**src/rtl/ps2_key_decoder.sv**
```systemverilog
// PS/2 keyboard receiver (scan code set 2) that turns make/break codes into
// a 21-bit held-note vector for the tone generator.
// Optional build macro: PS2_PARITY_CHECK_EN (enables odd-parity checking).
module ps2_key_decoder #(
  parameter int unsigned FILTER_LEN     = 8,
  parameter int unsigned TIMEOUT_CYCLES = 200000
) (
  input  logic        clk,
  input  logic        rst,
  input  logic        ps2_clk,
  input  logic        ps2_data,
  output logic [20:0] key,
  output logic        code_valid,
  output logic [7:0]  code,
  output logic        frame_err
);

  localparam int unsigned FW = $clog2(FILTER_LEN + 1);
  localparam int unsigned TW = $clog2(TIMEOUT_CYCLES + 1);

  localparam logic [1:0] S_IDLE   = 2'd0;
  localparam logic [1:0] S_DATA   = 2'd1;
  localparam logic [1:0] S_PARITY = 2'd2;
  localparam logic [1:0] S_STOP   = 2'd3;

  logic [1:0]    clk_sync;
  logic [1:0]    data_sync;
  logic          filt;
  logic [FW-1:0] fcnt;
  logic [TW-1:0] tcnt;
  logic          fall_c;
  logic          timeout_c;
  logic          data_bit;
  logic          parity_ok_c;

  logic [1:0]  state, state_next;
  logic [7:0]  shift, shift_next;
  logic [2:0]  bcnt, bcnt_next;
  logic        brk, brk_next;
  logic        ext, ext_next;
  logic [20:0] key_next;
  logic        accept_c;
  logic        err_c;
  logic        hit_c;
  logic [4:0]  idx_c;

  // Two-flop synchronisers for the asynchronous PS/2 pins (idle level high)
  always_ff @(posedge clk) begin
    if (rst) begin
      clk_sync  <= 2'b11;
      data_sync <= 2'b11;
    end else begin
      clk_sync  <= {clk_sync[0], ps2_clk};
      data_sync <= {data_sync[0], ps2_data};
    end
  end

  assign data_bit = data_sync[1];

  // Glitch filter: level follows the pin only after FILTER_LEN stable cycles
  always_ff @(posedge clk) begin
    if (rst) begin
      filt <= 1'b1;
      fcnt <= '0;
    end else if (clk_sync[1] != filt) begin
      if (fcnt == FW'(FILTER_LEN - 1)) begin
        filt <= clk_sync[1];
        fcnt <= '0;
      end else begin
        fcnt <= fcnt + FW'(1);
      end
    end else begin
      fcnt <= '0;
    end
  end

  // Falling edge is flagged in the same cycle the filtered level drops
  assign fall_c = filt & ~clk_sync[1] & (fcnt == FW'(FILTER_LEN - 1));

  // Mid-frame watchdog: counts cycles since the last falling edge
  always_ff @(posedge clk) begin
    if (rst || fall_c || state == S_IDLE) begin
      tcnt <= '0;
    end else if (tcnt != TW'(TIMEOUT_CYCLES)) begin
      tcnt <= tcnt + TW'(1);
    end
  end

  assign timeout_c = (state != S_IDLE) && (tcnt == TW'(TIMEOUT_CYCLES));

`ifdef PS2_PARITY_CHECK_EN
  logic par;

  // Capture the parity bit for the odd-parity check at the stop bit
  always_ff @(posedge clk) begin
    if (rst) begin
      par <= 1'b0;
    end else if (fall_c && state == S_PARITY) begin
      par <= data_bit;
    end
  end

  assign parity_ok_c = ^{shift, par};
`else
  // Parity bit is consumed by the FSM but never stored or checked
  assign parity_ok_c = 1'b1;
`endif

  // Receive FSM state register
  always_ff @(posedge clk) begin
    if (rst) begin
      state <= S_IDLE;
    end else begin
      state <= state_next;
    end
  end

  // Next-state and frame acceptance, one action per filtered falling edge
  always_comb begin
    state_next = state;
    shift_next = shift;
    bcnt_next  = bcnt;
    accept_c   = 1'b0;
    err_c      = 1'b0;
    if (timeout_c) begin
      state_next = S_IDLE;
      err_c      = 1'b1;
    end else if (fall_c) begin
      case (state)
        S_IDLE: begin
          if (!data_bit) begin
            state_next = S_DATA;
            bcnt_next  = 3'd0;
          end
        end
        S_DATA: begin
          shift_next = {data_bit, shift[7:1]};
          bcnt_next  = bcnt + 3'd1;
          if (bcnt == 3'd7) begin
            state_next = S_PARITY;
          end
        end
        S_PARITY: begin
          state_next = S_STOP;
        end
        default: begin
          state_next = S_IDLE;
          if (data_bit && parity_ok_c) begin
            accept_c = 1'b1;
          end else begin
            err_c = 1'b1;
          end
        end
      endcase
    end
  end

  // Scan code to note index lookup
  always_comb begin
    hit_c = 1'b1;
    idx_c = 5'd0;
    case (shift)
      8'h1C: idx_c = 5'd0;
      8'h1B: idx_c = 5'd1;
      8'h23: idx_c = 5'd2;
      8'h2B: idx_c = 5'd3;
      8'h34: idx_c = 5'd4;
      8'h33: idx_c = 5'd5;
      8'h3B: idx_c = 5'd6;
      8'h15: idx_c = 5'd7;
      8'h1D: idx_c = 5'd8;
      8'h24: idx_c = 5'd9;
      8'h2D: idx_c = 5'd10;
      8'h2C: idx_c = 5'd11;
      8'h35: idx_c = 5'd12;
      8'h3C: idx_c = 5'd13;
      8'h16: idx_c = 5'd14;
      8'h1E: idx_c = 5'd15;
      8'h26: idx_c = 5'd16;
      8'h25: idx_c = 5'd17;
      8'h2E: idx_c = 5'd18;
      8'h36: idx_c = 5'd19;
      8'h3D: idx_c = 5'd20;
      default: hit_c = 1'b0;
    endcase
  end

  // Make/break/extended decode of an accepted byte; timeout drops prefixes
  always_comb begin
    key_next = key;
    brk_next = brk;
    ext_next = ext;
    if (accept_c) begin
      case (shift)
        8'hF0: brk_next = 1'b1;
        8'hE0: ext_next = 1'b1;
        8'hAA, 8'h00, 8'hFF: begin
          key_next = '0;
          brk_next = 1'b0;
          ext_next = 1'b0;
        end
        default: begin
          if (!ext && hit_c) begin
            key_next[idx_c] = ~brk;
          end
          brk_next = 1'b0;
          ext_next = 1'b0;
        end
      endcase
    end
    if (timeout_c) begin
      brk_next = 1'b0;
      ext_next = 1'b0;
    end
  end

  // Shift register, bit counter and prefix flags
  always_ff @(posedge clk) begin
    if (rst) begin
      shift <= '0;
      bcnt  <= '0;
      brk   <= 1'b0;
      ext   <= 1'b0;
    end else begin
      shift <= shift_next;
      bcnt  <= bcnt_next;
      brk   <= brk_next;
      ext   <= ext_next;
    end
  end

  // Registered outputs, updated one cycle after the stop-bit edge
  always_ff @(posedge clk) begin
    if (rst) begin
      key        <= '0;
      code       <= '0;
      code_valid <= 1'b0;
      frame_err  <= 1'b0;
    end else begin
      key        <= key_next;
      code_valid <= accept_c;
      frame_err  <= err_c;
      if (accept_c) begin
        code <= shift;
      end
    end
  end

endmodule

```
**config.mk**
```make
export PLATFORM = sky130hd
export DESIGN_NAME = ps2_key_decoder
export DESIGN_NICKNAME = d
export VERILOG_FILES = /design/src/rtl/ps2_key_decoder.sv
export SDC_FILE = /design/constraint.sdc
export NUM_CORES = 1
export LEC_CHECK = 0
export CORE_UTILIZATION = 52
export CTS_CLUSTER_SIZE = 24
export DETAILED_ROUTE_END_ITERATION = 10
export PLACE_DENSITY = 0.83
export SETUP_SLACK_MARGIN = 0.1
export SLEW_MARGIN = 30
export SYNTH_ARGS = -nofsm -noshare
export SYNTH_HDL_FRONTEND = slang
export SYNTH_SLANG_ARGS = --single-unit
```
**constraint.sdc**
```tcl
create_clock -name clk -period 3.45 [get_ports clk]
set_input_delay 0.69 -clock clk [delete_from_list [all_inputs] [get_ports clk]]
set_output_delay 0.69 -clock clk [all_outputs]
set_load 0.005 [all_outputs]
```
==> impl_metrics.env <==
export IMPL_row_count=30
export IMPL_muxShareOfSynthArea=0.0474
export IMPL_wl_per_cell_um=14.6
export IMPL_rsz0062_at_grt="false"
export IMPL_drc=0
export IMPL_timing_final_crit_share=0.706
export IMPL_syn_to_final_growth_pct=14.5
export IMPL_async_flop_share=0
export IMPL_antenna_found_initial=0
export IMPL_core_area_um2=6940
export IMPL_ys_seq_area_frac=0.384
export IMPL_relSlewSlack=0.561
export IMPL_drv_cap=0
export IMPL_synth_area_top_cells="dfxtp_1 (38%), nor2_1 (5.0%), mux2i_1 (4.7%), nand2_1 (3.6%), ha_1 (3.3%)"
export IMPL_holdWs_ps=413
export IMPL_holdBufCountCts=0
export IMPL_grt_overflow_total=0
export IMPL_io_pins=35
export IMPL_start_util=0.548
export IMPL_max_stage_delay_ps=690
export IMPL_power_density_nw_per_um2=361
export IMPL_worst_endpoint_required_ps=3680
export IMPL_fmax_ghz=0.410
export IMPL_arrival_ps=2670
export IMPL_diodes=0
export IMPL_final_nets=464
export IMPL_grtUsageTotal=0.223
export IMPL_vias=3210
export IMPL_layout_drive_gt1_share=0.110
export IMPL_cts_sinks=73
export IMPL_fin_skew_ps=11.4
export IMPL_critical_path_max_fanout=17
export IMPL_avgSynthCellArea_um2=8.91
export IMPL_place_gp_congestion=0.832
export IMPL_totalWireLength_um=8030
export IMPL_worst_pin_slew_ps=658
export IMPL_grt_pass1_wl_um=13500
export IMPL_cts_buffer_depth=2
export IMPL_hold_viol=0
export IMPL_die_w_um=87.5
export IMPL_dr_pass1_iters=4
export IMPL_layout_setup_ws_ps=1010
export IMPL_leakage_nw=1.53
export IMPL_synth_largest_area_cell="dfxtp_1"
export IMPL_die_area_um2=7660
export IMPL_place_area_um2=4140
export IMPL_drt_iter0_markers=232
export IMPL_path_clk_slew_ps=80
export IMPL_layout_min_cycle_time_ps=2440
export IMPL_htree_levels=3
export IMPL_io_buffers=34
export IMPL_post_dp_hpwl_um=5460
export IMPL_fin_setup_tns_ps=0
export IMPL_syn_num_nets=441
export IMPL_cts_tree="done"
export IMPL_power_mw=1.57
export IMPL_min_delay_path_class="flop to flop"
export IMPL_cp_top_family="simple AND/OR/NAND/NOR gates"
export IMPL_fp_dieH_um=87.5
export IMPL_crit_slowest_cell="dfxtp_1"
export IMPL_ys_warnings_count=0
export IMPL_worstSetupStartpointType="flop"
export IMPL_grt_pass1_vias=2946
export IMPL_grt_max_degree=45
export IMPL_path_cells="nor2b_1, and3_1, a31oi_2, nand3_4, and2_1, a221o_1"
export IMPL_finalSetupViolations=0
export IMPL_design_area_um2=4360
export IMPL_ys_seq_elements=73
export IMPL_synth_cells=427
export IMPL_cts_buffers_inserted=9
export IMPL_clock_root_buffer="clkbuf_8"
export IMPL_synth_compound_area_frac=0.152
export IMPL_vias_per_cell=5.83
export IMPL_synth_distinct_cells=70
export IMPL_synth_xor_area_frac=0.0345
export IMPL_ir_drop_v=0.000286
export IMPL_cp_end_kind="flop"
export IMPL_synth_top_area_frac=0.384
export IMPL_finalMaxSlewViolations=0
export IMPL_path_buf_inv=0
export IMPL_synthAdderAreaFrac=0.0329
export IMPL_synth_top_family_by_area="simple AND/OR/NAND/NOR gates"
export IMPL_worstSkewPairLatency_ps=350
export IMPL_synth_edf_count=0
export IMPL_pre_cts_ws_ps=1030
export IMPL_antenna_left=0
export IMPL_critPathKind="flop to flop"
export IMPL_post_cts_buffers=0
export IMPL_synthSimpleGateAreaFrac=0.303
export IMPL_syn_cell_area_um2=3800
export IMPL_cts_resized_gates=0
export IMPL_status="finished, final reports clean"
export IMPL_synthFlopType="dfxtp_1"
-- synthesized netlist by cell type, types with 3 or more instances --
library cell	instances
nor2_1	51
or2_2	5
o211ai_2	3
o21ai_1	8
buf_2	6
clkbuf_1	9
a221o_1	3
mux2i_1	18
a211oi_1	3
dfxtp_1	73
ha_1	10
a31oi_1	6
a21o_1	4
a21oi_1	12
nand4_1	8
xor2_1	10
buf_4	4
o21ai_0	9
and3_1	7
and4_1	3
xnor2_1	5
nand3_1	23
or3_1	6
nor2b_1	10
nand3b_1	4
inv_1	11
and2_1	3
nor3_1	12
nand2b_1	6
o211ai_1	7
nand2_1	36
a311oi_1	4
buf_6	3
-- metal layers --
layer / routed length, um / track usage / vias up
met1: 3860 / 0.297 / 1525
met5: 0 / 0 / -
met4: 88 / 0.0775 / 0
li1: - / - / 1588
met2: 3640 / 0.352 / 87
met3: 442 / 0.0578 / 10
-- logic make-up (layout without fill, tap and decap cells) --
family          after synthesis  after routing
fa+ha+maj                    10             10
compound gates               75             75
xor+xnor                     15             15
flops                        73             73
simple gates                201            201
buf+inv                      35             63
mux                          18             18
-- power breakdown --
group	total, mW	internal (mW)	switching (mW)
combinational	0.0226	0.00750	0.0151
sequential	0.845	0.844	0.00130
clock	0.703	0.379	0.325
-- worst paths after layout --
kind                          startpoint                      to  slack (ps)  cells after the start
hold reg to reg   clk_sync[0]$_SDFF_PP1_  clk_sync[1]$_SDFF_PP1_         410                      1
hold / removal    clk_sync[0]$_SDFF_PP1_  clk_sync[1]$_SDFF_PP1_         410                      1
setup / recovery   shift[3]$_SDFFE_PP0P_    key[17]$_SDFFE_PP0P_        1010                      6
setup reg to reg   shift[3]$_SDFFE_PP0P_    key[17]$_SDFFE_PP0P_        1010                      6
-- worst reg2reg max path: stages, from the launching register on --
cell and delay (ps):
dfxtp_1 690, nor2b_1 250, and3_1 260, a31oi_2 290, nand3_4 260, and2_1 250, a221o_1 340
-- registers in the layout, summed over array words and instances (netlist names) --
signal	flops
shift	8
frame_err	1
brk	1
state	2
clk_sync	2
data_sync	2
tcnt	18
filt	1
code_valid	1
fcnt	4
ext	1
key	21
code	8
bcnt	3
-- per-stage QoR --
step / utilization / cells
after global placement: 0.597 / 535
after CTS: 0.627 / 551
after detailed placement: 0.597 / 535
after global routing: 0.627 / 551
final: 0.627 / 551
after floorplan: - / 427
-- layout by cell type (no fill, tap or decap), drive strengths merged, types with 12 or more instances in the layout --
master / synthesis / final
a21oi: 12 / 12
nor3: 13 / 13
o21ai: 18 / 18
dfxtp: 73 / 73
mux2i: 18 / 18
nor2: 53 / 53
nand2: 37 / 37
nand3: 24 / 24
clkdlybuf4s50: 0 / 34
inv: 11 / 13
-- layout make-up --
type | instances | area (um^2)
Multi-Input combinational cell | 319 | 2170
Tap cell | 96 | 120
Clock inverter | 5 | 61.3
Fill cell | 572 | 2590
Sequential cell | 73 | 1460
Timing Repair Buffer | 36 | 355
Clock buffer | 11 | 151
Inverter | 11 | 41.3
(Power assumes the default switching activity.)
==> patch 1: new RTL, config.mk and constraints unchanged <==
Set the parameter `TIMEOUT_CYCLES` to 100000 (it was 200000).
--- a/src/rtl/ps2_key_decoder.sv
+++ b/src/rtl/ps2_key_decoder.sv
@@ -3,7 +3,7 @@
 // Optional build macro: PS2_PARITY_CHECK_EN (enables odd-parity checking).
 module ps2_key_decoder #(
   parameter int unsigned FILTER_LEN     = 8,
-  parameter int unsigned TIMEOUT_CYCLES = 200000
+  parameter int unsigned TIMEOUT_CYCLES = 100000
 ) (
   input  logic        clk,
   input  logic        rst,
Check against the original RTL: same outputs for any inputs over 10 cycles, from zero or initial values and one cycle with rst high; that may be too few to reach the edited logic, so the function may still have changed.
==> patch 1 against the original RTL <==
- maximum frequency is 15% lower
- final area is 1.4% higher
- clock power is 14% lower
- area after synthesis is 1.6% higher
- setup slack worse by 0.44 ns
- sequential cell count is 1 lower
- critical path depth stayed put
- count of clock-buffer cells in the layout stayed put
- power is 7.1% lower
- sequential power is 1% lower
- routed wire length is 12% higher
==> patch 1: results (changes against the original RTL) <==
| Metric | Value |
|---|---|
| Synth Area in Adders | 0.0324 (was 0.0329) |
| Met2 usage | 0.405 (was 0.352) |
| Post-route insts no fill | 579 (was 551) |
| Yosys warns | 0 (unchanged) |
| Total track usage | 0.248 (was 0.223) |
| Vias in the first global route | 3129 (was 2946) |
| Syn Area/Cell | 8.55 sq um (was 8.91 sq um) |
| Post-synthesis sequential area ratio | 0.373 (was 0.384) |
| DR WL met3 | 375 um (was 442 um) |
| 1st-iter DRT viols | 230 (was 232) |
| Final Wtd Congestion | 0.931 (was 0.832) |
| Via count | 3421 (was 3210) |
| Hold Slack | 0.414 ns (was 0.413 ns) |
| Post-synthesis xor/xnor area fraction | 0.0430 (was 0.0345) |
| First-pass GRT wire length | 14.9 mm (was 13.5 mm) |
| Commonest cells in the netlist | 72 x dfxtp_1, 66 x nor2_1, 33 x a21oi_1 (was 73 x dfxtp_1, 51 x nor2_1, 36 x nand2_1) |
| Status | completed (unchanged) |
| Nets | 489 (was 464) |
| Wirelength, routed | 9.01 mm (was 8.03 mm) |
| Met1 Usage GRT | 0.315 (was 0.297) |
| Synth area leaders | dfxtp_1 37%, nor2_1 6.4%, mux2i_1 4.7%, a21oi_1 4.3%, nand3_1 3.6% (was dfxtp_1 38%, nor2_1 5.0%, mux2i_1 4.7%, nand2_1 3.6%, ha_1 3.3%) |
| Area after DPL | 4250 sq um (was 4140 sq um) |
| Share of cells above drive strength 1 | 0.110 (about the same) |
| Met1 WL | 4.09 mm (was 3.86 mm) |
| Max incr delay on CP | 0.77 ns (was 0.69 ns) |
| Dpl ws | 0.670 ns (was 1.03 ns) |
| Drt pass-1 iters | 5 (was 4) |
| R2r endpoint | key[0] (was key[17]) |
| Largest registers | key x21, tcnt x17 (was key x21, tcnt x18) |
| P_leak | 0.00164 uW (was 0.00153 uW) |
| VDD IR max | 0.289 mV (was 0.286 mV) |
| Dpl cells | 563 (was 535) |
| Worst-Margin Slew | 0.800 ns (was 0.658 ns) |
| DR WL met2 | 4.34 mm (was 3.64 mm) |
| Final Skew | 0.00809 ns (was 0.0114 ns) |
| Final HPWL DP | 6.32 mm (was 5.46 mm) |
| GR Layer Usage met3 | 0.0466 (was 0.0578) |
| Compound-gate portion of the synthesized area | 0.192 (was 0.152) |
| R2r setup slk | 0.57 ns (was 1.01 ns) |
| Largest net degree at the start of global routing | 42 (was 45) |
| Synth cell types | 64 (was 70) |
| Worst r2r src | shift[4] (was shift[3]) |
-- patch 1: changes by cell type in the layout (fill, tap and decap cells not counted), moves of 6 or more --
cell | unedited run | this run
buf_4 | 2 | 10
o21ai_0 | 9 | 16
o21ai_1 | 8 | 2
a21oi_1 | 12 | 32
o31ai_2 | 0 | 6
nand4_1 | 8 | 1
nand2_1 | 36 | 19
a2111oi_0 | 0 | 10
nor2_1 | 51 | 66
inv_1 | 11 | 19
-- patch 1: logic make-up after synthesis --
| group | after synthesis |
|---|---|
| AND/OR/NAND/NOR | 178 |
| multiplexers | 19 |
| buffers and inverters | 51 |
| flip-flops | 72 |
| AO/OA/AOI/OAI | 103 |
| XOR/XNOR | 19 |
| adder cells (fa/ha/maj) | 10 |
-- patch 1: critical path: cells and delay by family, from the launching register on --
family / cells / cell delay (ns)
DFF: 1 / 0.77
and+or+nand+nor: 2 / 0.76
AOI/OAI and AO/OA: 4 / 1.19
-- patch 1: where the power goes --
| group | total [uW] | internal [uW] | switching, uW |
|---|---|---|---|
| Combinational | 21.1 | 5.82 | 15.3 |
| Sequential | 834 | 833 | 1.15 |
| Clock | 604 | 278 | 327 |
| Total | 1460 | 1120 | 343 |
-- patch 1: worst max-delay path by stage --
stage / from / to / slack [ns] / cells after the start
finish: shift[4] / key[0] / 0.57 / 6
global route: shift[4] / key[0] / 0.42 / 6
CTS: shift[4] / key[0] / 0.60 / 6
detailed placement: shift[4] / key[0] / 0.67 / 6
global placement: shift[4] / key[0] / 0.43 / 6
floorplan: tcnt[0] / key[3] / 1.21 / 10
-- patch 1: area by class of cell --
type	count	area (sq um)
multi-input cells	329	2200
repair buffers	44	410
fillers	641	2800
clock buffers	11	141
clock inverters	5	32.5
flip-flops and latches	72	1440
inverters	19	71.3
well taps	99	124
==> patch 2: new RTL, same flow settings <==
Made on the original files. Compare `fcnt` against `FW'(FILTER_LEN - 1)` with >= in place of ==.
--- a/src/rtl/ps2_key_decoder.sv
+++ b/src/rtl/ps2_key_decoder.sv
@@ -75,7 +75,7 @@
   end
 
   // Falling edge is flagged in the same cycle the filtered level drops
-  assign fall_c = filt & ~clk_sync[1] & (fcnt == FW'(FILTER_LEN - 1));
+  assign fall_c = filt & ~clk_sync[1] & (fcnt >= FW'(FILTER_LEN - 1));
 
   // Mid-frame watchdog: counts cycles since the last falling edge
   always_ff @(posedge clk) begin
Function: same outputs for any inputs over 10 cycles, from zero or initial values and one cycle with rst high; that may be too few to reach the edited logic, so the function may still have changed.
==> patch 2 against the original RTL <==
- power fell by 0.16%
- sequential cell count is the same
- sequential share of layout area grew 1.1 points
- combinational power decreased by 7%
- routed wire length is 3.0% higher
- setup slack got worse by 0.64 ns
- first-iteration DRC count increased by 9.9%
- final area fell by 3.1%
- non-clock buffer count grew 4
- clock skew decreased by 0.0053 ns
- die area is 3.9% lower
- area after synthesis down 4.0%
- critical path type unchanged
- critical endpoint is now key[18]
==> patch 2: results (changes against the original RTL) <==
| Metric | Value |
|---|---|
| Cell count of the worst reg-to-reg path | 7 (was 6) |
| Share of cells above drive strength 1 | 0.0714 (was 0.110) |
| R2r setup slk | 0.37 ns (was 1.01 ns) |
| Met2 usage | 0.381 (was 0.352) |
| Max incr delay on CP | 0.85 ns (was 0.69 ns) |
| Synth area leaders | dfxtp_1 40%, nor2_1 7.1%, nand2_1 4.3%, a21oi_1 4.1%, o21ai_0 3.7% (was dfxtp_1 38%, nor2_1 5.0%, mux2i_1 4.7%, nand2_1 3.6%, ha_1 3.3%) |
| Largest net degree at the start of global routing | 27 (was 45) |
| Synth cell types | 56 (was 70) |
| Worst r2r src | shift[1] (was shift[3]) |
| Compound-gate portion of the synthesized area | 0.168 (was 0.152) |
| Mux cell area share after synthesis | 0.0274 (was 0.0474) |
| VDD IR max | 0.287 mV (was 0.286 mV) |
| Post-synthesis sequential area ratio | 0.400 (was 0.384) |
| Vias per cell | 5.78 (was 5.83) |
| First-pass GRT wire length | 13.5 mm (about the same) |
| Final Skew | 0.00605 ns (was 0.0114 ns) |
| Status | completed (unchanged) |
| Pwr/cell area | 371 nW/um^2 (was 361 nW/um^2) |
| Total track usage | 0.231 (was 0.223) |
| Switching share of power | 0.206 (was 0.217) |
| Synth Area in Adders | 0.0343 (was 0.0329) |
| Vias in the first global route | 2934 (was 2946) |
| Via count | 3309 (was 3210) |
| Maximum fanout along the worst path | 26 (was 17) |
| R2r endpoint | key[18] (was key[17]) |
| Dpl cells | 556 (was 535) |
| P_clk | 702 uW (was 703 uW) |
| Wirelength, routed | 8.27 mm (was 8.03 mm) |
| P_leak | 0.00142 uW (was 0.00153 uW) |
| Commonest cells in the netlist | 73 x dfxtp_1, 69 x nor2_1, 42 x nand2_1 (was 73 x dfxtp_1, 51 x nor2_1, 36 x nand2_1) |
| Nets | 485 (was 464) |
| Final ANT Viol Nets | 0 (unchanged) |
| Post-synthesis xor/xnor area fraction | 0.0480 (was 0.0345) |
| GR Layer Usage met3 | 0.0529 (was 0.0578) |
| Synthesized instance count | 453 (was 427) |
| DR WL met2 | 4.05 mm (was 3.64 mm) |
| Post-synth ARST share | 0 (unchanged) |
| Met1 Usage GRT | 0.287 (was 0.297) |
| Dpl ws | 0.456 ns (was 1.03 ns) |
| Drt pass-1 iters | 6 (was 4) |
| Met1 WL | 3.64 mm (was 3.86 mm) |
| Worst-Margin Slew | 0.939 ns (was 0.658 ns) |
| Hold Slack | 0.414 ns (was 0.413 ns) |
| Final Wtd Congestion | 0.893 (was 0.832) |
| DR WL met3 | 390 um (was 442 um) |
-- patch 2: cell types whose count changed in the layout (fill, tap and decap cells not counted), moves of 4 or more --
cell	before	now
a21oi_1	12	30
nor2_1	51	69
o21ai_0	9	27
nand3_1	23	13
mux2i_1	18	10
o21ai_1	8	0
nand2_1	36	42
a311oi_1	4	0
buf_4	2	6
nor2b_1	10	6
nor3_1	12	16
nor4bb_1	2	6
xor2_1	10	14
-- patch 2: area by class of cell --
class	count	area, sq um
multi-input combinational	337	2010
fill	579	2570
inverter	10	37.5
clock inverter	2	35.0
sequential	73	1460
timing repair buffer	40	385
clock buffer	14	173
tap	96	120
-- patch 2: how the worst max path moves through the flow --
stage	start	end	depth (start not counted)
global route	shift[1]	key[18]	7
detailed placement	shift[1]	key[18]	7
floorplan	shift[6]	key[18]	10
CTS	shift[1]	key[18]	7
finish	shift[1]	key[18]	7
global placement	shift[1]	key[18]	7
